File: config.mk
export PLATFORM = sky130hd
export DESIGN_NAME = brick_field
export DESIGN_NICKNAME = d
export VERILOG_FILES = /design/src/rtl/brick_field.sv
export SDC_FILE = /design/constraint.sdc
export NUM_CORES = 1
export LEC_CHECK = 0
export BUFFER_PORTS_ARGS = -buffer_cell sky130_fd_sc_hd__buf_2
export CAP_MARGIN = 40
export CORE_MARGIN = 1
export CORE_UTILIZATION = 45
export DETAILED_ROUTE_END_ITERATION = 8
export PLACE_DENSITY = 0.72
export SYNTH_ARGS = -nofsm -noshare
export SYNTH_HDL_FRONTEND = slang
export SYNTH_SLANG_ARGS = --single-unit
File: constraint.sdc
create_clock -name clk -period 5.35 [get_ports clk]
set_input_delay 0.8025 -clock clk [delete_from_list [all_inputs] [get_ports clk]]
set_output_delay 0.8025 -clock clk [all_outputs]
set_load 0.1 [all_outputs]
File: src/rtl/brick_field.sv
// brick_field: ROWS x COLS brick wall with per-brick hit counters, a registered pixel
// renderer and a one-brick-per-cycle ball/brick collision scan.
module brick_field #(
    parameter int unsigned COLS     = 5,
    parameter int unsigned ROWS     = 2,
    parameter int unsigned BRICK_W  = 124,
    parameter int unsigned BRICK_H  = 20,
    parameter int unsigned GAP      = 4,
    parameter int unsigned ORIGIN_X = 0,
    parameter int unsigned ORIGIN_Y = 0,
    parameter int unsigned MAX_HITS = 1
) (
    input  logic        clk,
    input  logic        rst,
    input  logic [9:0]  x,
    input  logic [9:0]  y,
    input  logic        active_pixels,
    output logic [23:0] vga_color,
    input  logic [9:0]  ball_x,
    input  logic [9:0]  ball_y,
    input  logic [5:0]  ball_size,
    input  logic        check_req,
    output logic        busy,
    output logic        check_done,
    output logic        hit,
    output logic        hit_side,
    output logic [5:0]  hit_index,
    output logic [6:0]  bricks_left,
    output logic        level_clear,
    input  logic        level_reload
);
    localparam int unsigned N      = ROWS * COLS;
    localparam int unsigned STEP_X = BRICK_W + GAP;
    localparam int unsigned STEP_Y = BRICK_H + GAP;

    // Two bits per brick for all 64 possible slots; slots >= N stay at zero (dead).
    function automatic logic [127:0] full_wall();
        logic [127:0] v;
        v = '0;
        for (int i = 0; i < int'(N); i++) v[2*i +: 2] = 2'(MAX_HITS);
        return v;
    endfunction
    localparam logic [127:0] HITS_INIT = full_wall();

    typedef enum logic [1:0] {StIdle, StScan, StDone} state_e;

    state_e       state_q, state_d;
    logic [127:0] hits_q;
    logic [6:0]   bricks_left_q;
    logic [5:0]   idx_q;
    logic [3:0]   col_q;
    logic [2:0]   row_q;
    logic [10:0]  bx_q, by_q;
    logic [5:0]   bs_q;
    logic         hit_q, hit_side_q;
    logic [5:0]   hit_index_q;
    logic [23:0]  color_q, color_d;

    logic         px_in_col, px_in_row;
    logic [3:0]   px_col;
    logic [2:0]   px_row;
    logic [5:0]   px_idx;
    logic [1:0]   px_hits;

    always_comb begin
        px_in_col = 1'b0;
        px_in_row = 1'b0;
        px_col    = '0;
        px_row    = '0;
        for (int c = 0; c < int'(COLS); c++) begin
            if ({1'b0, x} >= 11'(ORIGIN_X + c * STEP_X) &&
                {1'b0, x} <  11'(ORIGIN_X + c * STEP_X + BRICK_W)) begin
                px_in_col = 1'b1;
                px_col    = 4'(c);
            end
        end
        for (int r = 0; r < int'(ROWS); r++) begin
            if ({1'b0, y} >= 11'(ORIGIN_Y + r * STEP_Y) &&
                {1'b0, y} <  11'(ORIGIN_Y + r * STEP_Y + BRICK_H)) begin
                px_in_row = 1'b1;
                px_row    = 3'(r);
            end
        end
        px_idx  = 6'(32'(px_row) * COLS + 32'(px_col));
        px_hits = hits_q[{px_idx, 1'b0} +: 2];
        color_d = '0;
        if (active_pixels && px_in_col && px_in_row) begin
            case (px_hits)
                2'd1:    color_d = 24'hFFFFFF;
                2'd2:    color_d = 24'hFFFF00;
                2'd3:    color_d = 24'hFF8000;
                default: color_d = '0;
            endcase
        end
    end

    // Bounds of the brick under scan, tracked by row/col counters to avoid a divide.
    logic [10:0] s_left, s_right, s_top, s_bot, ball_r, ball_b, ball_cy;
    logic [1:0]  s_hits;
    logic        overlap, side_d, last_idx;

    assign s_left   = 11'(ORIGIN_X) + 11'(col_q) * 11'(STEP_X);
    assign s_right  = s_left + 11'(BRICK_W);
    assign s_top    = 11'(ORIGIN_Y) + 11'(row_q) * 11'(STEP_Y);
    assign s_bot    = s_top + 11'(BRICK_H);
    assign ball_r   = bx_q + 11'(bs_q);
    assign ball_b   = by_q + 11'(bs_q);
    assign ball_cy  = by_q + 11'(bs_q >> 1);
    assign s_hits   = hits_q[{idx_q, 1'b0} +: 2];
    assign overlap  = (s_hits != 2'd0) && (bx_q < s_right) && (ball_r > s_left) &&
                      (by_q < s_bot) && (ball_b > s_top);
    assign side_d   = (ball_cy >= s_top) && (ball_cy < s_bot);
    assign last_idx = (idx_q == 6'(N - 1));

    always_comb begin
        state_d = state_q;
        unique case (state_q)
            StIdle:  if (check_req) state_d = StScan;
            StScan:  if (overlap || last_idx) state_d = StDone;
            StDone:  state_d = StIdle;
            default: state_d = StIdle;
        endcase
    end

    always_ff @(posedge clk) begin
        if (!rst) begin
            state_q       <= StIdle;
            hits_q        <= HITS_INIT;
            bricks_left_q <= 7'(N);
            idx_q         <= '0;
            col_q         <= '0;
            row_q         <= '0;
            bx_q          <= '0;
            by_q          <= '0;
            bs_q          <= '0;
            hit_q         <= 1'b0;
            hit_side_q    <= 1'b0;
            hit_index_q   <= '0;
            color_q       <= '0;
        end else begin
            color_q <= color_d;
            if (level_reload) begin
                state_q       <= StIdle;
                hits_q        <= HITS_INIT;
                bricks_left_q <= 7'(N);
                hit_q         <= 1'b0;
                hit_side_q    <= 1'b0;
                hit_index_q   <= '0;
            end else begin
                state_q <= state_d;
                if (state_q == StIdle && check_req) begin
                    bx_q        <= {1'b0, ball_x};
                    by_q        <= {1'b0, ball_y};
                    bs_q        <= ball_size;
                    idx_q       <= '0;
                    col_q       <= '0;
                    row_q       <= '0;
                    hit_q       <= 1'b0;
                    hit_side_q  <= 1'b0;
                    hit_index_q <= '0;
                end
                if (state_q == StScan) begin
                    if (overlap) begin
                        hits_q[{idx_q, 1'b0} +: 2] <= s_hits - 2'd1;
                        if (s_hits == 2'd1) bricks_left_q <= bricks_left_q - 7'd1;
                        hit_q       <= 1'b1;
                        hit_side_q  <= side_d;
                        hit_index_q <= idx_q;
                    end else if (!last_idx) begin
                        idx_q <= idx_q + 6'd1;
                        if (col_q == 4'(COLS - 1)) begin
                            col_q <= '0;
                            row_q <= row_q + 3'd1;
                        end else begin
                            col_q <= col_q + 4'd1;
                        end
                    end
                end
            end
        end
    end

    assign vga_color   = color_q;
    assign busy        = (state_q == StScan);
    assign check_done  = (state_q == StDone);
    assign hit         = hit_q;
    assign hit_side    = hit_side_q;
    assign hit_index   = hit_index_q;
    assign bricks_left = bricks_left_q;
    assign level_clear = (bricks_left_q == 7'd0);

endmodule

# Word-level counts from Yosys, hierarchy flattened
# Index checks and enable logic that the tools add are counted.
# op_classes
add_sub_neg	12
n_eq_ne	10
multipliers	2
bitwise	2
n_shift	4
magnitude_cmp	18
muxes	40
reduce_logical	23
# op_table
operator	count
variable part select 128 x 8 -> 2 bit	2
bitwise mux 128 bit	1
variable shift 2 x 9 -> 128 bit (first input constant)	1
variable part select 2 x 9 -> 128 bit	1
case mux 24 bit (3 select lines)	1
2-to-1 mux 6 bit	7
2-to-1 mux 4 bit	7
adder 10 x 6 -> 11 bit	2
greater-or-equal comparator 10 x 9 -> 1 bit (second input constant)	2
less-than comparator 10 x 9 -> 1 bit (second input constant)	2
2-to-1 mux 1 bit	15
2-to-1 mux 3 bit	5
logical AND 1 bit	13
adder 10 x 5 -> 11 bit	1
adder 11 x 7 -> 11 bit (second input constant)	1
greater-or-equal comparator 11 x 8 -> 1 bit	1
> comparator 11 bit	1
> comparator 11 x 8 -> 1 bit	1
less-than comparator 10 x 11 -> 1 bit	1
less-than comparator 11 x 9 -> 1 bit	1
greater-or-equal comparator 10 bit (second input constant)	1
greater-or-equal comparator 10 x 5 -> 1 bit (second input constant)	1
greater-or-equal comparator 10 x 8 -> 1 bit (second input constant)	1
less-than comparator 10 bit (second input constant)	1
31 further kinds	41
# totals
input_bits	51
reg_bits	208
word_cells	124
out_inout_bits	42

# Longest topological paths before layout
# Gate-level depths: netlist of the first run.
# depth
word_depth	10
mapped_depth	19
mapped_depth_nobuf	17

# Worst setup path before layout of the first run
# OpenSTA, ideal clock, no wires.
# synth_timing
kind	register to register
startpoint	register idx_q[1]
endpoint	register hits_q[36]
synth_period_minus_slack_ns	4.103
setup_ns	0.072
arrival_ns	4.031
n_path_buf	6
path_stages_with_launch	17
required_ns	5.278
setup_slack_ns	1.247
cell_sequence	dfxtp_1 -> buf_2 -> buf_2 -> clkbuf_1 -> clkbuf_1 -> mux4_2 -> mux4_2 -> mux4_2 -> inv_1 -> ha_1 -> a2111oi_0 -> o2111a_1 -> nand3_2 -> buf_4 -> buf_2 -> nor3_1 -> mux2i_1
# synth_via
elab_chain_len	7
word_cells_on_any_way	12
cone_classes	2 x add/sub; 3 x shift; 1 x mux; 6 x reduce/logical
# synth_rtl
item	line_no	source
from (decl)	50	logic [5:0] idx_q;
from (signal assigned)	170	idx_q <= idx_q + 6'd1;
branches (longest 7 deep; another with subtractor 2 x 1 -> 2 bit)	-	
to (signal, indexed assignment)	164	hits_q[{idx_q, 1'b0} +: 2] <= s_hits - 2'd1;
to (decl)	48	logic [127:0] hits_q;
# Several ways; the timed one is not identified.
# A chain may end at the register's enable or synchronous reset.

# Worst setup path after layout of the first run
# layout_timing
startpoint	register idx_q[0]
endpoint	register idx_q[1]
# layout_via
elab_chain_len	8
word_cells_on_any_way	11
cone_classes	1 x add/sub; 1 x eq/ne; 1 x shift; 3 x mux; 5 x reduce/logical
# layout_rtl
item	line_no	source
variable part select 128 x 8 -> 2 bit	109	assign s_hits = hits_q[{idx_q, 1'b0} +: 2];
nonzero test 2 bit	110	assign overlap = (s_hits != 2'd0) && (bx_q < s_right) && (ball_r > s_left) &&
logical AND 1 bit (3 in a row)	110	
logical AND 1 bit	111	(by_q < s_bot) && (ball_b > s_top);
2-to-1 mux 6 bit *	163	if (overlap) begin
2-to-1 mux 6 bit *	162	if (state_q == StScan) begin
# Every way passes the cells marked *; elsewhere a longest branch is shown, timed or not.

==> flow_summary.yaml, run 1 <==
pwr:
  switchingPower_w: 0.000963
  p_int_w: 0.00217
  p_per_area_nw_per_um2: 246
  leakage_nw: 4.75
  switching_share_pct: 30.8
  power_frac_seq_pct: 45.4
  clkPwrFrac_pct: 41.9
  comb_power_share_pct: 12.7
  vdd.ir_drop.worst_mv: 0.225
  power.total_w: 0.00313
timing:
  rsz0062_at_grt: "false"
  period_needed_ns: 4.53
  fin_crit_sh_pct: 84.7
  fmax_mhz: 221
  slew_headroom_pct: 35.9
  finalSetupViolCount: 0
  finalHoldViolCount: 0
  final_max_slew_viol_count: 0
  worst_pin_slew_ns: 0.955
  fin_skew_ns: 0.0169
  tns_ns: 0
cts:
  cts_root_buf: "clkbuf_16"
  path_clk_slew_ns: 0.09
  htree_levels: 4
  numCtsBuffers: 17
  clockBufferDepth: 2
  post_cts_buffers: 0
  cts.sinks: 187
  insertion_delay_ns: 0.45
  post_cts_resized: 0
  hold_buffers: 0
  cts_tree: "done"
grt:
  antenna_found_initial: 0
  grt_max_degree: 92
  grt_overflow_total: 0
  grt_use_total_pct: 25.7
  grt_pass1_wl_um: 53300
  grt_pass1_vias: 9978
drt:
  drt_iter0_drc: 1181
  avgRoutedWirePerCell_um: 19.9
  drt_first_pass_iters: 7
  avgViaCountPerCell: 6.18
  vias: 10297
  ant_nets: 0
  drt-total-wl_um: 33200
  remaining_drc_errors: 0
logic_synthesis:
  syn_area_per_cell_um2: 8.91
  syn-num-nets: 1412
  netlist_instances: 1292
  syn_area_um2: 11500
  ys_seq_elements: 187
  synthFlopType: "dfxtp_1"
  synth_edf_count: 0
  synth.distinct_cells: 69
  async_flop_share_pct: 0
  ys_warn_count: 0
  seq_area_frac_synth_pct: 32.5
final_layout:
  final_common_cell: "nand2_1"
  drive_gt1_share_pct: 16.7
  synthToLayoutAreaGrowth_pct: 10.6
  fin_nets: 1442
  layout_common_cells: "nand2_1 (191), dfxtp_1 (186), mux2i_1 (103)"
  num_antenna_cells: 0
critical_path:
  crit_arrival_ns: 4.91
  worst-path-max-fanout: 22
  end_kind: "flip-flop"
  r2r-start: "idx_q[0]$_SDFFE_PN0N_"
  path_class: "reg -> reg"
  startpoint: "idx_q[0]$_SDFFE_PN0N_"
  required_ns: 5.73
  worst_setup_path_start_kind: "flip-flop"
job:
  drv_cap: 0
min_path:
  hold_class: "reg -> reg"
  hold_start: "hits_q[63]$_SDFFE_PP0P_"
die:
  start_util_pct: 45.8
  die_y_um: 162
  rows: 58
  core_um2: 25100
  ioPinCount: 93
  die_w_um: 162
  die_area_um2: 26200
place:
  dp_hpwl_um: 23800
  place.gp.congestion: 0.960
  portBuffers: 88
status:
  status: "finished clean"
==> final timing paths <==
path | end | slack, ns | cells after the start
worst max-delay path | idx_q[1]$_SDFFE_PN0N_ | 0.82 | 13
worst min-delay path | hits_q[63]$_SDFFE_PP0P_ | 0.46 | 2
worst max register to register | idx_q[1]$_SDFFE_PN0N_ | 0.82 | 13
worst min register to register | hits_q[63]$_SDFFE_PP0P_ | 0.46 | 2
==> cells by family after synthesis <==
logic type | share of synthesized area (%)
buf+inv | 6.23
xor+xnor | 2.05
flops | 32.5
mux | 17.5
compound gates | 13.4
fa+ha+maj | 7.76
simple gates | 20.6
==> through the flow <==
step	hold slack, ns	instances	util (%)	worst slack [ns]	area (um^2)
2_1_floorplan	0.429	1292	-	1.25	11500
3_3_place_gp	0.441	1630	48.1	0.662	12100
3_5_place_dp	0.450	1633	48.2	0.860	12100
4_1_cts	0.462	1665	50.7	0.850	12700
5_1_grt	0.473	1665	50.7	0.509	12700
6_report	0.459	1665	50.7	0.820	12700
==> synth_stat cells, types with 4 or more instances <==
cell type | n | share of area (%)
mux4_2 | 43 | 8.4
o211ai_1 | 21 | 1.4
mux2i_1 | 103 | 9.0
o311ai_1 | 13 | 0.99
nand2_1 | 191 | 6.2
nor2b_1 | 8 | 0.43
nor4b_1 | 4 | 0.30
ha_1 | 65 | 7.1
o21ai_1 | 16 | 0.70
o21ai_0 | 16 | 0.70
a311oi_1 | 4 | 0.30
buf_2 | 18 | 0.78
and2_1 | 6 | 0.33
a211oi_1 | 4 | 0.26
buf_1 | 5 | 0.16
xnor2_1 | 17 | 1.3
fa_1 | 4 | 0.70
o22ai_1 | 4 | 0.22
nor4_2 | 9 | 0.98
nand4_1 | 31 | 1.7
or4_1 | 16 | 1.0
o31ai_1 | 27 | 1.8
buf_4 | 26 | 1.7
a31oi_1 | 10 | 0.54
inv_1 | 38 | 1.2
clkbuf_1 | 55 | 1.8
o2111ai_1 | 4 | 0.30
nor3_2 | 5 | 0.43
a21o_1 | 5 | 0.33
nor2_1 | 53 | 1.7
nor3_1 | 29 | 1.3
a21oi_1 | 79 | 3.4
o41ai_1 | 9 | 0.68
or3_1 | 7 | 0.38
nand3_1 | 69 | 3.0
nand2b_1 | 9 | 0.49
dfxtp_1 | 187 | 33
and3_1 | 16 | 0.87
xor2_1 | 10 | 0.76
clkinv_1 | 5 | 0.16
==> power groups by stage <==
| stage | clock network [W] | logic (W) | registers, W |
|---|---|---|---|
| 3_3_place_gp | 0 | 0.000379 | 0.00145 |
| 3_5_place_dp | 0 | 0.000387 | 0.00145 |
| 6_report | 0.00131 | 0.000398 | 0.00142 |
| 2_1_floorplan | 0 | 0.000278 | 0.00145 |
| 4_1_cts | 0.00132 | 0.000391 | 0.00142 |
| 5_1_grt | 0.00139 | 0.000430 | 0.00142 |
==> critical path, stage by stage (launching register included) <==
cell	delay (ns)
dfxtp_2	0.68
buf_12	0.29
mux4_2	0.57
mux4_2	0.52
mux4_2	0.47
inv_1	0.12
ha_1	0.22
a2111oi_0	0.08
buf_1	0.14
o2111ai_1	0.23
nor3_2	0.10
buf_4	0.19
nor4_2	0.56
mux2i_1	0.26
==> flip-flops by register name (all words and copies together) (netlist names) <==
signal	count
bricks_left	7
bs_q	6
bx_q	10
by_q	10
col_q	4
hit	1
hit_index	6
hit_side	1
hits_q	128
idx_q	6
row_q	3
state_q	2
vga_color	3
==> metal layers <==
| metal | GRT usage, % | wire [um] | vias up |
|---|---|---|---|
| met5 | 0 | 0 | - |
| met4 | 11.2 | 1130 | 0 |
| met3 | 5.44 | 3020 | 105 |
| met2 | 40.6 | 15000 | 484 |
| met1 | 33.9 | 14000 | 4902 |
| li1 | - | - | 4806 |
==> cell type report <==
cell class / count / area, um^2
inverters: 46 / 173
fillers: 2334 / 12400
flip-flops and latches: 187 / 3740
repair buffers: 118 / 714
clock inverters: 15 / 196
clock buffers: 17 / 425
multi-input cells: 952 / 7070
well taps: 330 / 413
Power figures use the tool's default switching activity.
==> run 2: changes to the inputs <==
==> constraint.sdc (replaced) <==
create_clock -name clk -period 4.3 [get_ports clk]
set_input_delay 0.645 -clock clk [delete_from_list [all_inputs] [get_ports clk]]
set_output_delay 0.645 -clock clk [all_outputs]
set_load 0.1 [all_outputs]
==> flow_summary.yaml, run 2 (synthesis results as in run 1) <==
status:
  status: "finished clean"
drt:
  remaining_drc_errors: 0
  drt-total-wl_um: 33700
  vias: 10420
  ant_nets: 0
  drt_iter0_drc: 1154
  avgViaCountPerCell: 6.18
  drt_first_pass_iters: 7
  avgRoutedWirePerCell_um: 20.0
critical_path:
  crit_arrival_ns: 4.41
  worst_setup_path_start_kind: "flip-flop"
  end_kind: "flip-flop"
  ff2ff_setup_slack_ns: 0.25
  rr_endpoint: "hits_q[2]$_SDFFE_PP1P_"
  worst-path-max-fanout: 37
  path_buf_inv: 5
  r2r_cells: 16
  cp_top_family: "adder cells"
  cp_slowest_cell: "fa_1"
  crit_chain: "ha_1 -> inv_1 -> fa_1 -> inv_1 -> ha_1 -> xnor2_1 -> ha_1 -> a21oi_1 -> inv_1 -> a2111oi_1 -> buf_4 -> o2111a_1 -> nand3_2 -> buf_12 -> or4_1 -> o211ai_1"
  required_ns: 4.66
  r2r-start: "row_q[1]$_SDFFE_PN0N_"
  cp_slowest_stage_delay_ns: 0.56
  path_class: "reg -> reg"
place:
  place_inst: 1653
  dp_hpwl_um: 24600
  portBuffers: 88
  place.gp.congestion: 0.994
die:
  die_area_um2: 26200
  ioPinCount: 93
  core_um2: 25100
  start_util_pct: 45.8
  rows: 58
  die_y_um: 162
  die_w_um: 162
min_path:
  hold_end: "by_q[8]$_SDFFE_PN0P_"
  hold_depth: 3
  hold_class: "in -> reg"
  hold_start: "ball_y[8]"
cts:
  cts_tree: "done"
  path_clk_slew_ns: 0.08
  post_cts_resized: 0
  cts.sinks: 187
  numCtsBuffers: 17
  cts_root_buf: "clkbuf_16"
  post_cts_buffers: 0
  hold_buffers: 0
  insertion_delay_ns: 0.45
  clockBufferDepth: 2
  htree_levels: 4
final_layout:
  final.fill_count: 2301
  fin_nets: 1462
  final_common_cell: "nand2_1"
  synthToLayoutAreaGrowth_pct: 13.2
  drive_gt1_share_pct: 18.6
  num_antenna_cells: 0
  layout_common_cells: "nand2_1 (191), dfxtp_1 (185), mux2i_1 (103)"
  layout.cells.non_filler: 1685
  largest_reg_flops: 128
  regMostFlops: "hits_q"
  reg_top3: "hits_q x128, bx_q x10, by_q x10"
grt:
  antenna_found_initial: 0
  grt_use_total_pct: 25.8
  grt_overflow_total: 0
  grt_max_degree: 50
  grt_pass1_wl_um: 53000
  grt_pass1_vias: 9921
timing:
  finalSetupViolCount: 0
  fin_crit_sh_pct: 94.1
  slew_headroom_pct: 41.3
  tns_ns: 0
  fin_skew_ns: 0.0161
  fmax_mhz: 247
  finalHoldViolCount: 0
  worst_pin_slew_ns: 0.874
  final_max_slew_viol_count: 0
  rsz0062_at_grt: "false"
  period_needed_ns: 4.05
pwr:
  vdd.ir_drop.worst_mv: 0.276
  leakage_nw: 4.91
  p_per_area_nw_per_um2: 310
job:
  drv_cap: 0
-- run 2: worst max-delay path by stage --
stage | from | cells after the start | slack, ns | endpoint
3_3_place_gp | bs_q[0]$_SDFFE_PN0P_ | 18 | 0.23 | hits_q[8]$_SDFFE_PP1P_
6_report | row_q[1]$_SDFFE_PN0N_ | 16 | 0.25 | hits_q[2]$_SDFFE_PP1P_
4_1_cts | bs_q[0]$_SDFFE_PN0P_ | 17 | 0.13 | hits_q[12]$_SDFFE_PP1P_
2_1_floorplan | idx_q[1]$_SDFFE_PN0N_ | 16 | 0.20 | hits_q[36]$_SDFFE_PP0P_
5_1_grt | row_q[1]$_SDFFE_PN0N_ | 16 | 0.005 | hits_q[110]$_SDFFE_PP0P_
3_5_place_dp | bs_q[0]$_SDFFE_PN0P_ | 17 | 0.14 | hits_q[12]$_SDFFE_PP1P_
-- run 2: metal layers --
metal	up-vias	wire length (um)	GRT usage [%]
met2	484	15400	40.2
met5	-	0	0
met4	0	877	9.35
met1	5012	14600	35.1
met3	80	2900	5.21
li1	4844	-	-
-- run 2: worst min-delay path: stages --
cell,delay [ns]
buf_2,0.09
nand2_1,0.04
a21oi_1,0.05
-- run 2: stage by stage --
step | power, W | area (um^2) | util, % | setup slack (ns) | hold slack (ns)
after global routing | 0.00417 | 13000 | 51.9 | 0.00456 | 0.429
after detailed placement | 0.00233 | 12300 | 49.1 | 0.140 | 0.446
final | 0.00404 | 13000 | 51.9 | 0.252 | 0.432
after global placement | 0.00232 | 12300 | 49.1 | 0.234 | 0.438
after CTS | 0.00402 | 13000 | 51.7 | 0.132 | 0.423
after floorplan | 0.00215 | 11500 | - | 0.197 | 0.429
-- run 2: cell type report --
cell class / instances / area, um^2 / share of cell area, %
multi-input cells: 952 / 7120 / 54.6
inverters: 46 / 173 / 1.32
flip-flops and latches: 187 / 3750 / 28.7
clock buffers: 17 / 425 / 3.26
clock inverters: 15 / 224 / 1.72
repair buffers: 138 / 936 / 7.18
well taps: 330 / 413 / 3.17
-- run 2: power by group --
part	internal (W)	total, W	leakage, nW	switching (W)
Sequential	0.00174	0.00177	1.51	0.0000211
Combinational	0.000196	0.000554	3.09	0.000359
Clock	0.000903	0.00172	0.313	0.000813
